$ cat config.mk
export PLATFORM = sky130hd
export DESIGN_NAME = lzrw1_group_packer_flat
export DESIGN_NICKNAME = d
export VERILOG_FILES = /design/src/rtl/lzrw1_group_packer_if.sv /design/src/rtl/lzrw1_group_packer.sv /design/src/flat_wrapper.sv
export SDC_FILE = /design/constraint.sdc
export NUM_CORES = 1
export LEC_CHECK = 0
export ABC_AREA = 1
export CAP_MARGIN = 20
export CORE_UTILIZATION = 55
export DETAILED_ROUTE_END_ITERATION = 10
export GPL_TIMING_DRIVEN = 0
export PLACE_DENSITY_LB_ADDON = 0.12
export SLEW_MARGIN = 15
export SYNTH_ARGS = -nofsm -noshare
export SYNTH_HDL_FRONTEND = slang
export SYNTH_SLANG_ARGS = --single-unit
$ cat constraint.sdc
create_clock -name clock -period 2.5 [get_ports clock]
set_clock_uncertainty 0.05 [all_clocks]
set_input_delay 0.375 -clock clock [delete_from_list [all_inputs] [get_ports clock]]
set_output_delay 0.375 -clock clock [all_outputs]
set_load 0.05 [all_outputs]
$ cat src/rtl/lzrw1_group_packer_if.sv
// ---------------------------------------------------------------------------
// lzrw1_group_packer_if
//   Bundles the token input handshake, the packed byte output handshake and
//   the flush/status signals of lzrw1_group_packer.
//
//   Handshake rule (both directions): a beat transfers on a rising clock edge
//   where valid && ready are both high; while valid is high and ready is low
//   the sender holds every payload field stable.
//
//   Modports:
//     slave  - the packer side (consumes tokens, produces bytes)
//     master - the surrounding logic (match stage upstream, writer downstream)
//
//   Signals:
//     in_valid / in_ready        token handshake
//     in_is_copy                 1 = copy token, 0 = literal
//     in_length, in_offset       copy fields
//     in_literal                 literal byte
//     done                       end-of-input request (flush partial group)
//     out_valid / out_ready      packed byte handshake
//     out_data                   packed byte
//     out_last                   final byte of a flushed stream
//     flush_done                 one-cycle flush completion pulse
//     byte_count                 bytes delivered since reset
// ---------------------------------------------------------------------------
interface lzrw1_group_packer_if #(
    parameter int LEN_W = 4,
    parameter int OFF_W = 12,
    parameter int CNT_W = 32
);
    logic             in_valid;
    logic             in_ready;
    logic             in_is_copy;
    logic [LEN_W-1:0] in_length;
    logic [OFF_W-1:0] in_offset;
    logic [7:0]       in_literal;
    logic             done;
    logic             out_valid;
    logic             out_ready;
    logic [7:0]       out_data;
    logic             out_last;
    logic             flush_done;
    logic [CNT_W-1:0] byte_count;

    modport slave (
        input  in_valid, in_is_copy, in_length, in_offset, in_literal, done, out_ready,
        output in_ready, out_valid, out_data, out_last, flush_done, byte_count
    );

    modport master (
        output in_valid, in_is_copy, in_length, in_offset, in_literal, done, out_ready,
        input  in_ready, out_valid, out_data, out_last, flush_done, byte_count
    );
endinterface

$ cat src/rtl/lzrw1_group_packer.sv
// ---------------------------------------------------------------------------
// lzrw1_group_packer
//   Packs literal/copy tokens into LZRW1 groups: GROUP_ITEMS/8 control bytes
//   (least-significant first, bit i = 1 when item i is a copy) followed by
//   the item bytes in acceptance order (literal: 1 byte; copy: 2 bytes,
//   {length, offset[hi]} then offset[7:0]). The packed stream leaves one
//   byte per cycle.
//
//   Ports:
//     clock        rising-edge clock
//     reset        synchronous, active-high
//     bus          lzrw1_group_packer_if.slave (token in, bytes out, status)
//     o_dbg_state  current FSM state (FILL/EMIT_CTRL/EMIT_DATA/FLUSH_ACK)
//
//   Interface widths must match LEN_W/OFF_W/CNT_W; LEN_W+OFF_W must be 16
//   so that a copy occupies exactly two bytes.
//
//   The buffer is a single bank: tokens are accepted only in FILL, so
//   input and output never overlap.
// ---------------------------------------------------------------------------
module lzrw1_group_packer #(
    parameter int GROUP_ITEMS = 16,
    parameter int LEN_W       = 4,
    parameter int OFF_W       = 12,
    parameter int CNT_W       = 32
) (
    input  logic                      clock,
    input  logic                      reset,
    lzrw1_group_packer_if.slave       bus,
    output logic [1:0]                o_dbg_state
);
    localparam int CTRL_BYTES = GROUP_ITEMS / 8;
    localparam int BUF_BYTES  = 2 * GROUP_ITEMS;
    localparam int IDX_W      = $clog2(BUF_BYTES);
    localparam int PTR_W      = $clog2(BUF_BYTES + 1);
    localparam int ITM_W      = $clog2(GROUP_ITEMS + 1);

    localparam logic [1:0] S_FILL      = 2'd0;
    localparam logic [1:0] S_EMIT_CTRL = 2'd1;
    localparam logic [1:0] S_EMIT_DATA = 2'd2;
    localparam logic [1:0] S_FLUSH_ACK = 2'd3;

    localparam logic [ITM_W-1:0] ITEMS_FULL = ITM_W'(GROUP_ITEMS);
    localparam logic [PTR_W-1:0] CTRL_LAST  = PTR_W'(CTRL_BYTES - 1);
    localparam logic [PTR_W-1:0] PTR_ONE    = PTR_W'(1);
    localparam logic [PTR_W-1:0] PTR_TWO    = PTR_W'(2);
    localparam logic [CNT_W-1:0] CNT_ONE    = CNT_W'(1);

    logic [1:0]             r_state;
    logic [ITM_W-1:0]       r_items;
    logic [GROUP_ITEMS-1:0] r_ctrl;
    logic [7:0]             r_buf [BUF_BYTES];
    logic [PTR_W-1:0]       r_wr_ptr;     // bytes stored in the current group
    logic [PTR_W-1:0]       r_rd_idx;     // control byte index, then data byte index
    logic                   r_final;      // current group ends the stream
    logic                   r_flush_pend; // done arrived while emitting
    logic [CNT_W-1:0]       r_byte_count;

    logic                   w_accept;
    logic                   w_out_valid;
    logic                   w_xfer;
    logic                   w_done_eff;
    logic [ITM_W-1:0]       w_items_next;
    logic [PTR_W-1:0]       w_ptr_next;
    logic [PTR_W-1:0]       w_wr_ptr1;
    logic                   w_data_last;
    logic [7:0]             w_byte0;
    logic [7:0]             w_byte1;
    logic [7:0]             w_ctrl_byte;
    logic [7:0]             w_out_data;

    assign w_accept     = (r_state == S_FILL) && bus.in_valid;
    assign w_out_valid  = (r_state == S_EMIT_CTRL) || (r_state == S_EMIT_DATA);
    assign w_xfer       = w_out_valid && bus.out_ready;
    assign w_done_eff   = bus.done || r_flush_pend;
    assign w_items_next = r_items + ITM_W'(w_accept);
    assign w_wr_ptr1    = r_wr_ptr + PTR_ONE;
    assign w_ptr_next   = r_wr_ptr + (bus.in_is_copy ? PTR_TWO : PTR_ONE);
    assign w_data_last  = (r_rd_idx == (r_wr_ptr - PTR_ONE));
    assign w_byte0      = {bus.in_length, bus.in_offset[OFF_W-1:8]};
    assign w_byte1      = bus.in_offset[7:0];

    always_comb begin
        w_ctrl_byte = '0;
        for (int i = 0; i < CTRL_BYTES; i++) begin
            if (r_rd_idx == PTR_W'(i)) begin
                w_ctrl_byte = r_ctrl[i*8 +: 8];
            end
        end
        w_out_data = '0;
        case (r_state)
            S_EMIT_CTRL: w_out_data = w_ctrl_byte;
            S_EMIT_DATA: w_out_data = r_buf[r_rd_idx[IDX_W-1:0]];
            default:     w_out_data = '0;
        endcase
    end

    // Item storage carries no reset: its contents are only read below r_wr_ptr.
    always_ff @(posedge clock) begin
        if (w_accept) begin
            if (bus.in_is_copy) begin
                r_buf[r_wr_ptr[IDX_W-1:0]]  <= w_byte0;
                r_buf[w_wr_ptr1[IDX_W-1:0]] <= w_byte1;
            end else begin
                r_buf[r_wr_ptr[IDX_W-1:0]]  <= bus.in_literal;
            end
        end
    end

    always_ff @(posedge clock) begin
        if (reset) begin
            r_state      <= S_FILL;
            r_items      <= '0;
            r_ctrl       <= '0;
            r_wr_ptr     <= '0;
            r_rd_idx     <= '0;
            r_final      <= 1'b0;
            r_flush_pend <= 1'b0;
            r_byte_count <= '0;
        end else begin
            case (r_state)
                S_FILL: begin
                    if (w_accept) begin
                        for (int i = 0; i < GROUP_ITEMS; i++) begin
                            if (r_items == ITM_W'(i)) begin
                                r_ctrl[i] <= bus.in_is_copy;
                            end
                        end
                        r_items  <= w_items_next;
                        r_wr_ptr <= w_ptr_next;
                    end
                    // A token accepted together with done belongs to the flushed group.
                    if (w_items_next == ITEMS_FULL) begin
                        r_state  <= S_EMIT_CTRL;
                        r_final  <= w_done_eff;
                        r_rd_idx <= '0;
                    end else if (w_done_eff) begin
                        if (w_items_next != '0) begin
                            r_state  <= S_EMIT_CTRL;
                            r_final  <= 1'b1;
                            r_rd_idx <= '0;
                        end else begin
                            r_state <= S_FLUSH_ACK;
                        end
                    end
                end
                S_EMIT_CTRL: begin
                    if (bus.done) begin
                        r_flush_pend <= 1'b1;
                    end
                    if (w_xfer) begin
                        if (r_rd_idx == CTRL_LAST) begin
                            r_rd_idx <= '0;
                            r_state  <= S_EMIT_DATA;
                        end else begin
                            r_rd_idx <= r_rd_idx + PTR_ONE;
                        end
                    end
                end
                S_EMIT_DATA: begin
                    if (bus.done) begin
                        r_flush_pend <= 1'b1;
                    end
                    if (w_xfer) begin
                        if (w_data_last) begin
                            r_items  <= '0;
                            r_ctrl   <= '0;
                            r_wr_ptr <= '0;
                            r_rd_idx <= '0;
                            r_state  <= r_final ? S_FLUSH_ACK : S_FILL;
                        end else begin
                            r_rd_idx <= r_rd_idx + PTR_ONE;
                        end
                    end
                end
                default: begin
                    r_flush_pend <= 1'b0;
                    r_final      <= 1'b0;
                    r_state      <= S_FILL;
                end
            endcase
            if (w_xfer) begin
                r_byte_count <= r_byte_count + CNT_ONE;
            end
        end
    end

    assign bus.in_ready   = (r_state == S_FILL);
    assign bus.out_valid  = w_out_valid;
    assign bus.out_data   = w_out_data;
    assign bus.out_last   = (r_state == S_EMIT_DATA) && r_final && w_data_last;
    assign bus.flush_done = (r_state == S_FLUSH_ACK);
    assign bus.byte_count = r_byte_count;
    assign o_dbg_state    = r_state;
endmodule

$ cat src/flat_wrapper.sv
// flat-port wrapper written by rule: the top's interface ports become plain ports
module lzrw1_group_packer_flat 
#(
    parameter int GROUP_ITEMS = 16,
    parameter int LEN_W       = 4,
    parameter int OFF_W       = 12,
    parameter int CNT_W       = 32
)
  (clock, reset, o_dbg_state, bus_in_valid, bus_in_is_copy, bus_in_length, bus_in_offset, bus_in_literal, bus_done, bus_out_ready, bus_in_ready, bus_out_valid, bus_out_data, bus_out_last, bus_flush_done, bus_byte_count);
  lzrw1_group_packer_if #(.LEN_W(LEN_W), .OFF_W(OFF_W), .CNT_W(CNT_W)) bus_i ();
  input  logic clock;
  input  logic reset;
  output logic [1:0] o_dbg_state;
  input wire logic [$bits(bus_i.in_valid)-1:0] bus_in_valid;
  input wire logic [$bits(bus_i.in_is_copy)-1:0] bus_in_is_copy;
  input wire logic [$bits(bus_i.in_length)-1:0] bus_in_length;
  input wire logic [$bits(bus_i.in_offset)-1:0] bus_in_offset;
  input wire logic [$bits(bus_i.in_literal)-1:0] bus_in_literal;
  input wire logic [$bits(bus_i.done)-1:0] bus_done;
  input wire logic [$bits(bus_i.out_ready)-1:0] bus_out_ready;
  output wire logic [$bits(bus_i.in_ready)-1:0] bus_in_ready;
  output wire logic [$bits(bus_i.out_valid)-1:0] bus_out_valid;
  output wire logic [$bits(bus_i.out_data)-1:0] bus_out_data;
  output wire logic [$bits(bus_i.out_last)-1:0] bus_out_last;
  output wire logic [$bits(bus_i.flush_done)-1:0] bus_flush_done;
  output wire logic [$bits(bus_i.byte_count)-1:0] bus_byte_count;
  assign bus_i.in_valid = bus_in_valid;
  assign bus_i.in_is_copy = bus_in_is_copy;
  assign bus_i.in_length = bus_in_length;
  assign bus_i.in_offset = bus_in_offset;
  assign bus_i.in_literal = bus_in_literal;
  assign bus_i.done = bus_done;
  assign bus_i.out_ready = bus_out_ready;
  assign bus_in_ready = bus_i.in_ready;
  assign bus_out_valid = bus_i.out_valid;
  assign bus_out_data = bus_i.out_data;
  assign bus_out_last = bus_i.out_last;
  assign bus_flush_done = bus_i.flush_done;
  assign bus_byte_count = bus_i.byte_count;
  lzrw1_group_packer #(.GROUP_ITEMS(GROUP_ITEMS), .LEN_W(LEN_W), .OFF_W(OFF_W), .CNT_W(CNT_W)) u_core (.clock(clock), .reset(reset), .bus(bus_i), .o_dbg_state(o_dbg_state));
endmodule
# Word level (Yosys, flattened, before mapping)
# Memory sizes are Yosys's and may differ from the RTL's. A register that Yosys moved wholly into a read port is not among the register bits.
# Cells that the tools add are included.
word_totals:
  reg_bits: 69
  ramBits: 256
  in_bits: 30
  out_inout_bits: 46
  mem_count: 1
memory_table:
  columns: ["name", "depth", "width", "rd", "rd_ports_with_merged_regs", "wr", "line_no", "rtl"]
  rows:
  - ["u_core.r_buf", 32, 8, 1, 1, 2, "lzrw1_group_packer.sv:52", "logic [7:0] r_buf [BUF_BYTES];"]
op_classes:
  add_sub_neg: 6
  eq_ne: 45
  mux: 64
  bitwise: 3
  n_reduce_logical: 34
ops:
  columns: ["operator", "n"]
  rows:
  - ["$reduce_and A5 Y1", 18]
  - ["$mux W6", 10]
  - ["$mux W16", 3]
  - ["$ne A2 B1 Y1 const B", 21]
  - ["$eq A5 B4 Y1 const B", 8]
  - ["$add A32 B1 Y32 const B", 1]
  - ["$pmux W16 S2", 1]
  - ["$mux W1", 26]
  - ["$mux W5", 5]
  - ["$mux W8", 3]
  - ["$eq A5 B3 Y1 const B", 4]
  - ["$mux W2", 9]
  - ["$pmux W6 S3", 1]
  - ["$pmux W8 S2", 1]
  - ["$pmux W6 S2", 1]
  - ["$eq A5 B2 Y1 const B", 2]
  - ["$pmux W5 S2", 1]
  - ["$add A6 B1 Y6 const B", 1]
  - ["$add A6 B2 Y6", 1]
  - ["$eq A6 B1 Y1 const B", 1]
  - ["$eq A6 B6 Y1", 1]
  - ["$logic_not A6 Y1", 1]
  - ["$ne A3 B1 Y1 const B", 2]
  - ["$pmux W2 S3", 1]
  - ["22 further kinds", 29]

# Depth between registers and ports, before layout
# Gate-level depths: netlist of run 1.
logic_depth:
  ltp_word: 10
  ltp_mapped: 19

# Least setup slack after synthesis of run 1
# OpenSTA, ideal clock, no wires.
synth_timing:
  path_type: "reg-to-reg"
  from: "register u_core.r_state[0], in the netlist u_core.o_dbg_state[0]"
  to: "register (tool-made name)"
  setup_time_ps: 70
  arrival_ps: 3072
  path_slack_ps: -692
  path_stages_with_launch: 17
  synth_period_minus_slack_ps: 3192
  cell_sequence: "dfxtp_1 > inv_1 > ha_1 > buf_4 > nand2_2 > inv_2 > ha_1 > ha_1 > nor2_1 > nand3_1 > nor2_1 > nand2_1 > nand2_1 > nand3_1 > nor2_1 > nand3_1 > a21oi_1"
synth_rtl:
  columns: ["element", "line_no", "rtl"]
  rows:
  - ["from (decl)", "lzrw1_group_packer.sv:49", "logic [1:0] r_state;"]
  - ["from (signal assigned)", "lzrw1_group_packer.sv:170", "r_state <= r_final ? S_FLUSH_ACK : S_FILL;"]

==> results by stage, run 1 <==
Logic synthesis:
- After synthesis, the share of flip-flops with an asynchronous set or reset is 0%.
- Counting flops with a built-in enable in the synthesized netlist gives 256.
- The most common flop cell mapped by yosys is edfxtp_1.
- The synthesized netlist net count is 2,319.
- During synthesis, Yosys emitted a total of 0 warnings.
- The average instance in the mapped netlist occupies 8.00 um2.
- The number of different library cells in the post-synthesis netlist is 44.
- The mapped netlist covers 0.0182 mm2.
- The number of standard cells after synthesis is 2,270.
- The part of the Yosys area used for sequential elements is 50.5%.
- The total of flip-flops plus latches after synthesis is 330.

Setup path:
- The type of the setup path with the least slack is reg2out.
- Data on the critical path arrives at its endpoint at 2.51 ns.
- The critical path endpoint category is a primary output.
- The worst setup path is launched from a register.
- The highest net fanout along the worst path is 10.
- At the worst endpoint, the required time is 2.08 ns.

Min path:
- The path class of the tightest hold or removal check is in2reg.

STA:
- At the pin with the least slew margin, the transition time is 0.932 ns.
- Setup repair after global routing could not meet its margin everywhere.
- The worst pin sits at a relative slew slack of 37.9%.
- The worst-case setup margin in the final layout is -0.434 ns.
- The final max-slew violation count is 0.
- Subtracting the final worst setup slack from the clock period gives 2.93 ns.
- The period utilization is 117%.
- The count of endpoints failing setup in the final report is 9.
- The final-report hold violation count was 0.
- Based on the critical path, the design can be clocked at up to 341 MHz.

Finish:
- Of the cells placed in the final design, the portion with a size suffix greater than 1 is 19.9%.
- In the final design database the tool counted 2,481 nets.
- The core occupancy in the finished layout is 71.3%.
- The layout has 2,553 filler cells.
- Compared with the post-synthesis result, the final layout area differs by 27.8%.
- The post-layout instance count excluding filler cells is 2,905.

Global route:
- The initial antenna violation count is 1.
- The global routing usage summed across all routing layers is 41.5%.
- The wire length of the first global-routing pass is 103,000 um.
- The via count of the first global-routing pass is 16,796.
- For this run the aggregate overflow at the end of global routing stands at 0.
- Entering global routing, the biggest net connects 14 pins.

Clock tree:
- After clock tree synthesis, the clock-pin slew on the worst setup and hold paths is 0.06 ns.
- The clock network latency to the later pin of the worst-skew pair is 0.53 ns.
- TritonCTS built the clock tree.
- Counting every sink on the clock net gives 330.
- In this run the deepest clock path goes through 3 buffers.
- The H-tree was split into 2 levels.
- Clock tree synthesis selected as its root buffer the cell clkbuf_16.
- The number of buffers created by CTS is 38.

Routing:
- The remaining number of nets flagged by the antenna check after routing is 0.
- Wires add up to 70,200 um.
- The via density per instance is 6.26.
- The number of remaining DRC errors is 0.
- For this block, the via count after detailed routing is 18,186.
- The initial DRC count is 2,615.
- The average routed wire per standard cell is 24.2 um.
- For this run, the detailed router's first-pass iteration total came to 6.

Power:
- The clock share of power is 30.3%.
- Power spread over the standard cell area amounts to 850 mW/mm2.
- Summed over all cells, the static leakage comes to 0.00924 uW.
- The switching part of the total is 37.1%.
- Registers are responsible for 33.5% of the overall power.
- The analysis attributes to net switching a power of 7330 uW.
- The highest ir drop seen on vdd is 0.599 mV.
- Combinational logic burns 36.3% of the power.
- The completed layout was analyzed and its total power is 19,700 uW.
- The cell internal power dissipation is 12,400 uW.

Status:
- The checks that failed: negative setup slack.
- The flow ran to the end, but the final reports show violations.

Place:
- Summed over all nets, the half-perimeter wirelength after detailed placement is 46,400 um.
- The placer congestion estimate is 1.06.
- The total instance count after detailed placement is 2,787.
- During placement, the flow inserted port buffers numbering 74.
- The minimum setup slack after placement is -1.63 ns.

Floorplanning:
- 76 I/O pins were placed.
- The floorplan row count is 66.
- The y dimension of the die is 184 um.
- The core area is 0.0325 mm2.
- The floorplan step defined a die boundary enclosing 0.0338 mm2.
- The die extent in x is 184 um.
- The initial utilization of the core area, before any placement, comes to 55.8%.

Run:
- The number of maximum-capacitance constraint violations is 0.
## worst max-delay path, stage by stage, from the launching register on
cell	delay [ns]
dfxtp_4	0.38
inv_6	0.10
buf_12	0.15
clkbuf_16	0.19
nand2_1	0.07
nand3_1	0.10
nand3_1	0.18
nand2_2	0.16
a21oi_1	0.09
nand2_1	0.11
nand3_2	0.10
a21oi_2	0.17
buf_6	0.18
## power groups by stage
stage,clock network (uW),registers (uW),logic [uW]
floorplan,0,6710,3590
global placement,0,6690,5320
detailed placement,0,6700,5440
CTS,5940,6600,6410
global route,6150,6630,7600
finish,5970,6610,7150
## what timing repair did
action	4_1_cts	5_1_grt
cloned	6	0
pin swaps	31	44
buffers inserted	30	14
resized for setup	405	152
hold buffers	0	0
endpoints found under the setup margin	544	284
## metal layers
layer	routed length, um	track usage, %	vias up
met2	29800	60.9	1383
met5	0	0	-
met3	10100	12.3	313
met1	26300	55.3	8471
met4	4070	21.9	0
li1	-	-	8019
## flip-flops by register name, summed over array words and instances (netlist names), named ones only
register,cells
u_core.r_buf,256
u_core.bus.byte_count,32
u_core.r_ctrl,16
u_core.r_rd_idx,6
u_core.r_wr_ptr,6
u_core.r_items,5
u_core.o_dbg_state,2
u_core.r_final,1
u_core.r_flush_pend,1
## logic make-up (layout without fill, tap and decap cells)
group | after synthesis | count (layout) | share of synthesized area [%]
flip-flops | 330 | 330 | 50.5
other | 0 | 1 | 0
AND/OR/NAND/NOR | 1192 | 1192 | 28.3
XOR/XNOR | 25 | 25 | 1.31
multiplexers | 8 | 8 | 0.496
AO/OA/AOI/OAI | 422 | 422 | 11.9
buffers and inverters | 274 | 466 | 6.19
adder cells (fa/ha/maj) | 19 | 19 | 1.35
## synth_stat cells (2+ instances only)
| cell type | number | area [um2] |
|---|---|---|
| a21oi_1 | 68 | 340 |
| edfxtp_1 | 256 | 7690 |
| inv_4 | 2 | 12.5 |
| nand3_1 | 247 | 1240 |
| o21ai_1 | 124 | 621 |
| o21ai_0 | 212 | 1060 |
| nor3b_1 | 2 | 15.0 |
| nand2_4 | 5 | 56.3 |
| o31ai_1 | 12 | 90.1 |
| ha_1 | 18 | 225 |
| nor2_1 | 104 | 390 |
| nor3_1 | 20 | 100 |
| buf_6 | 4 | 45.0 |
| xor2_1 | 18 | 158 |
| mux2_2 | 8 | 90.1 |
| inv_2 | 3 | 11.3 |
| o21ai_2 | 2 | 17.5 |
| buf_4 | 5 | 37.5 |
| or2_2 | 2 | 12.5 |
| nand4_1 | 26 | 163 |
| buf_1 | 15 | 56.3 |
| dfxtp_1 | 74 | 1480 |
| nand2_2 | 34 | 213 |
| nor2_2 | 6 | 37.5 |
| xnor2_1 | 6 | 52.6 |
| inv_1 | 105 | 394 |
| nor3_4 | 4 | 65.1 |
| nor4_1 | 2 | 12.5 |
| clkbuf_1 | 105 | 394 |
| nor2_4 | 4 | 45.0 |
| buf_2 | 34 | 170 |
| nand2_1 | 731 | 2740 |
## through the flow
step           TNS, ns  cell area, um2  hold slack, ns
4_1_cts          -2.71           22600           0.374
5_1_grt          -6.51           23200           0.426
6_report         -3.18           23200           0.370
3_5_place_dp   -370.29           19600           0.449
3_3_place_gp   -355.55           19600           0.434
2_1_floorplan        0           18300           0.424
## cell type report
class,count,area (um2),area share [%]
diodes,1,2.50,0.0108
plain buffers,160,1350,5.83
clock buffers,48,1090,4.68
clock inverters,22,246,1.06
inverters,111,452,1.95
multi-input cells,1666,8990,38.7
flip-flops and latches,330,9190,39.6
well taps,442,553,2.38
repair buffers,125,1340,5.75
## worst paths after layout
| check | start | to | slack [ns] | cells past startpoint |
|---|---|---|---|---|
| hold reg to reg | u_core.bus.byte_count[6] | u_core.bus.byte_count[6] | 0.46 | 2 |
| hold / removal | reset | u_core.bus.byte_count[13] | 0.37 | 2 |
| setup / recovery | register | bus_out_data[5] | -0.43 | 12 |
| setup reg to reg | u_core.r_wr_ptr[0] | u_core.r_buf[4][2] | 0.01 | 12 |
## placed cells by master (no fill, tap or decap), drive strengths merged, types with 5 or more instances in the layout
cell           instances
a21oi                 68
buf                  116
bufinv                 5
clkbuf               152
clkdlybuf4s50         64
clkinv                14
clkinvlp               5
dfxtp                 74
edfxtp               256
ha                    18
inv                  109
mux2                   8
nand2                770
nand3                248
nand4                 26
nor2                 115
nor3                  25
o21ai                338
o31ai                 12
xnor2                  6
xor2                  19
Power figures use the tool's default switching activity.
==> run 2: changes to the inputs <==
==> constraint.sdc (replaced) <==
create_clock -name clock -period 3.05 [get_ports clock]
set_clock_uncertainty 0.05 [all_clocks]
set_input_delay 0.4575 -clock clock [delete_from_list [all_inputs] [get_ports clock]]
set_output_delay 0.4575 -clock clock [all_outputs]
set_load 0.05 [all_outputs]
==> results by stage, run 2 (synthesis gave the netlist of run 1 again) <==
Status:
- The checks that failed: negative setup slack.
- The run finished, with violations left.

Finish:
- The most common cell after layout, fill and taps aside is nand2_1.
- The combined area of the multi-input logic cells is 0.00817 mm2.
- Across the whole layout, storage elements account for 0.00918 mm2.
- The area growth from synthesis to layout is 19.0%.
- The register with the most flip-flops in the layout has 256 of them.
- The top cell types in the final layout, fill and taps aside, are nand2_1, edfxtp_1, nand3_1.
- The final layout contains 2,467 nets.
- The layout filler cell count is 2,788.
- In the final layout, the share of cells above drive strength 1 is 13.7%.

Routing:
- The routed layout has 17,708 vias.
- In the routed design, unresolved DRC markers number 0.
- The first routing iteration left 2,645 violations.
- Once detail routing completed, the nets flagged for antenna violations numbered 0.
- The average routed wire per standard cell is 23.1 um.
- The routed design has 66,700 um of wire.
- In the routed layout, each cell is associated on average with a via count of 6.13.
- The pre-antenna-repair detailed-routing pass consisted of 8 iterations.

Place:
- The total half-perimeter wirelength after legalization and detailed placement is 45,900 um.
- During placement, the flow inserted port buffers numbering 74.
- OpenSTA, run right after detailed placement, puts the worst setup slack at -1.07 ns.
- The placer congestion estimate is 1.06.

Setup path:
- In this run the critical register-to-register path is launched from u_core.o_dbg_state[0].
- Of all nets on the critical path, the largest fanout is 10.
- The logic depth of the worst register-to-register path is 10.
- At the worst endpoint, the required time is 2.54 ns.
- By startpoint and endpoint, the worst setup path is classified as reg2out.
- The element type at the critical path start is a register.
- The worst register-to-register path has a setup slack of 0.03 ns.
- Data on the critical path arrives at its endpoint at 2.63 ns.
- The endpoint of the worst-slack reg-to-reg timing path is u_core.r_buf[21][7].
- STA classifies the critical path endpoint as a primary output.

STA:
- Setup repair after global routing could not meet its margin everywhere.
- The smallest hold slack is 0.451 ns.
- The worst-case setup margin in the final layout is -0.0849 ns.
- The count of endpoints failing setup in the final report is 1.
- Measured against its own limit, the worst slew margin works out to 27.7%.
- The maximum operating frequency is 319 MHz.
- For the pin with the worst max-slew slack, the measured transition is 1.07 ns.
- The final max-slew violation count is 0.
- After layout, the worst path uses 103% of the clock period.
- The final total negative setup slack is -0.0849 ns.
- The smallest clock period supported by the final layout is computed as 3.13 ns.
- The final-report hold violation count is 0.

Min path:
- The worst hold-check path type is reg2reg.
- The start point of the worst min-delay path is u_core.bus.byte_count[6].
- The worst hold path terminates at u_core.bus.byte_count[6].
- The worst hold path depth is 2.

Floorplanning:
- The core area is 0.0325 mm2.
- Once the floorplan was initialized, standard cells occupied 55.8% of the core.
- The full die area is 0.0338 mm2.
- The y dimension of the die is 184 um.
- The floorplan has 66 rows.
- The die extent in x is 184 um.
- The I/O pin count is 76.

Run:
- The number of maximum-capacitance constraint violations is 0.

Clock tree:
- The deepest level of the CTS H-tree is 2.
- The clock network latency to the later pin of the worst-skew pair is 0.53 ns.
- The clock root buffer is clkbuf_16.
- The clock passes through at most 3 buffers.
- The quantity of hold-fixing buffers added after cts is 0.
- Clock-pin slew was measured on the worst setup and hold paths at 0.06 ns.
- Counting every sink on the clock net gives 330.
- The clock tree from TritonCTS is built.
- Buffers inserted during clock tree synthesis total 37.

Power:
- The cell internal power dissipation is 9230 uW.
- The highest ir drop seen on vdd is 0.496 mV.
- Of the total power, the share spent switching nets is 37.8%.
- The static leakage is 0.00860 uW.
- Of the total power, the clock network draws 29.1%.
- Summing internal, switching and leakage power gives 14,800 uW.
- The power density normalized to cell area is 687 mW/mm2.
- The power share of the combinational group is 34.5%.
- For this design the total switching power over the nets is 5620 uW.
- The portion of total power attributed to sequential cells is 36.4%.

Global route:
- The global routing usage summed across all routing layers is 39.4%.
- The total grt overflow is 0.
- Entering global routing, the biggest net connects 15 pins.
- The wire length of the first global-routing pass is 97,800 um.
- The initial antenna violation count is 1.
- The via count of the first global-routing pass is 16,326.
[run 2: cell types whose count changed in the layout (fill, tap and decap cells not counted), sizes merged]
cell	previous run	this run
clkbuf	152	140
buf	116	118
dlymetal6s2s	1	0
clkinv	14	10
inv	109	112
clkdlybuf4s50	64	65
bufinv	5	0
[run 2: routing by layer]
metal	up-vias	global-route usage [%]	wire length, um
met5	-	0	0
met4	0	19.2	3210
met3	243	9.15	9250
met2	1237	59.1	28700
met1	8264	53.7	25500
li1	7964	-	-
[run 2: what timing repair did]
action / CTS / global route
gates cloned: 0 / 2
buffers inserted: 13 / 4
resized for setup: 212 / 105
pin swaps: 11 / 9
setup endpoints to repair: 398 / 283
[run 2: worst max-delay path, stage by stage, from the launching register on]
cell and delay (ns):
dfxtp_1 0.31, buf_6 0.14, inv_2 0.09, clkbuf_2 0.36, nand3_1 0.21, nand3_1 0.20, nand2_1 0.12, a21oi_1 0.14
nand2_1 0.09, nand3_2 0.13, a21oi_1 0.08, buf_4 0.22
[run 2: how the worst max path moves through the flow]
| stage | to | slack (ns) | cells past startpoint |
|---|---|---|---|
| 2_1_floorplan | u_core.r_buf[17][0] | 0.03 | 10 |
| 3_3_place_gp | bus_out_data[5] | -1.12 | 12 |
| 3_5_place_dp | bus_out_data[5] | -1.07 | 12 |
| 4_1_cts | u_core.r_buf[13][7] | -0.02 | 7 |
| 5_1_grt | bus_out_data[6] | -0.04 | 8 |
| 6_report | bus_out_data[6] | -0.08 | 11 |
[run 2: per-stage QoR]
stage | cells | utilization [%] | cell area [um2]
after floorplan | 2270 | - | 18200
after global placement | 2786 | 59.8 | 19500
after detailed placement | 2794 | 60.0 | 19500
after CTS | 2873 | 65.3 | 21200
after global routing | 2888 | 66.4 | 21600
final | 2889 | 66.4 | 21600
[run 2: power groups by stage]
stage	Sequential (uW)	Combinational, uW	Clock, uW
floorplan	5490	2850	0
global placement	5470	4280	0
detailed placement	5480	4370	0
CTS	5390	4660	4280
global route	5420	5500	4450
finish	5400	5130	4320
[run 2: area by class of cell]
class	count	area share, %
clock inverter	16	0.428
inverter	111	2.01
tap	442	2.56
clock buffer	51	4.87
multi-input combinational	1666	37.8
timing repair buffer	111	4.86
buffer	161	4.98
sequential	330	42.5
antenna	1	0.0116
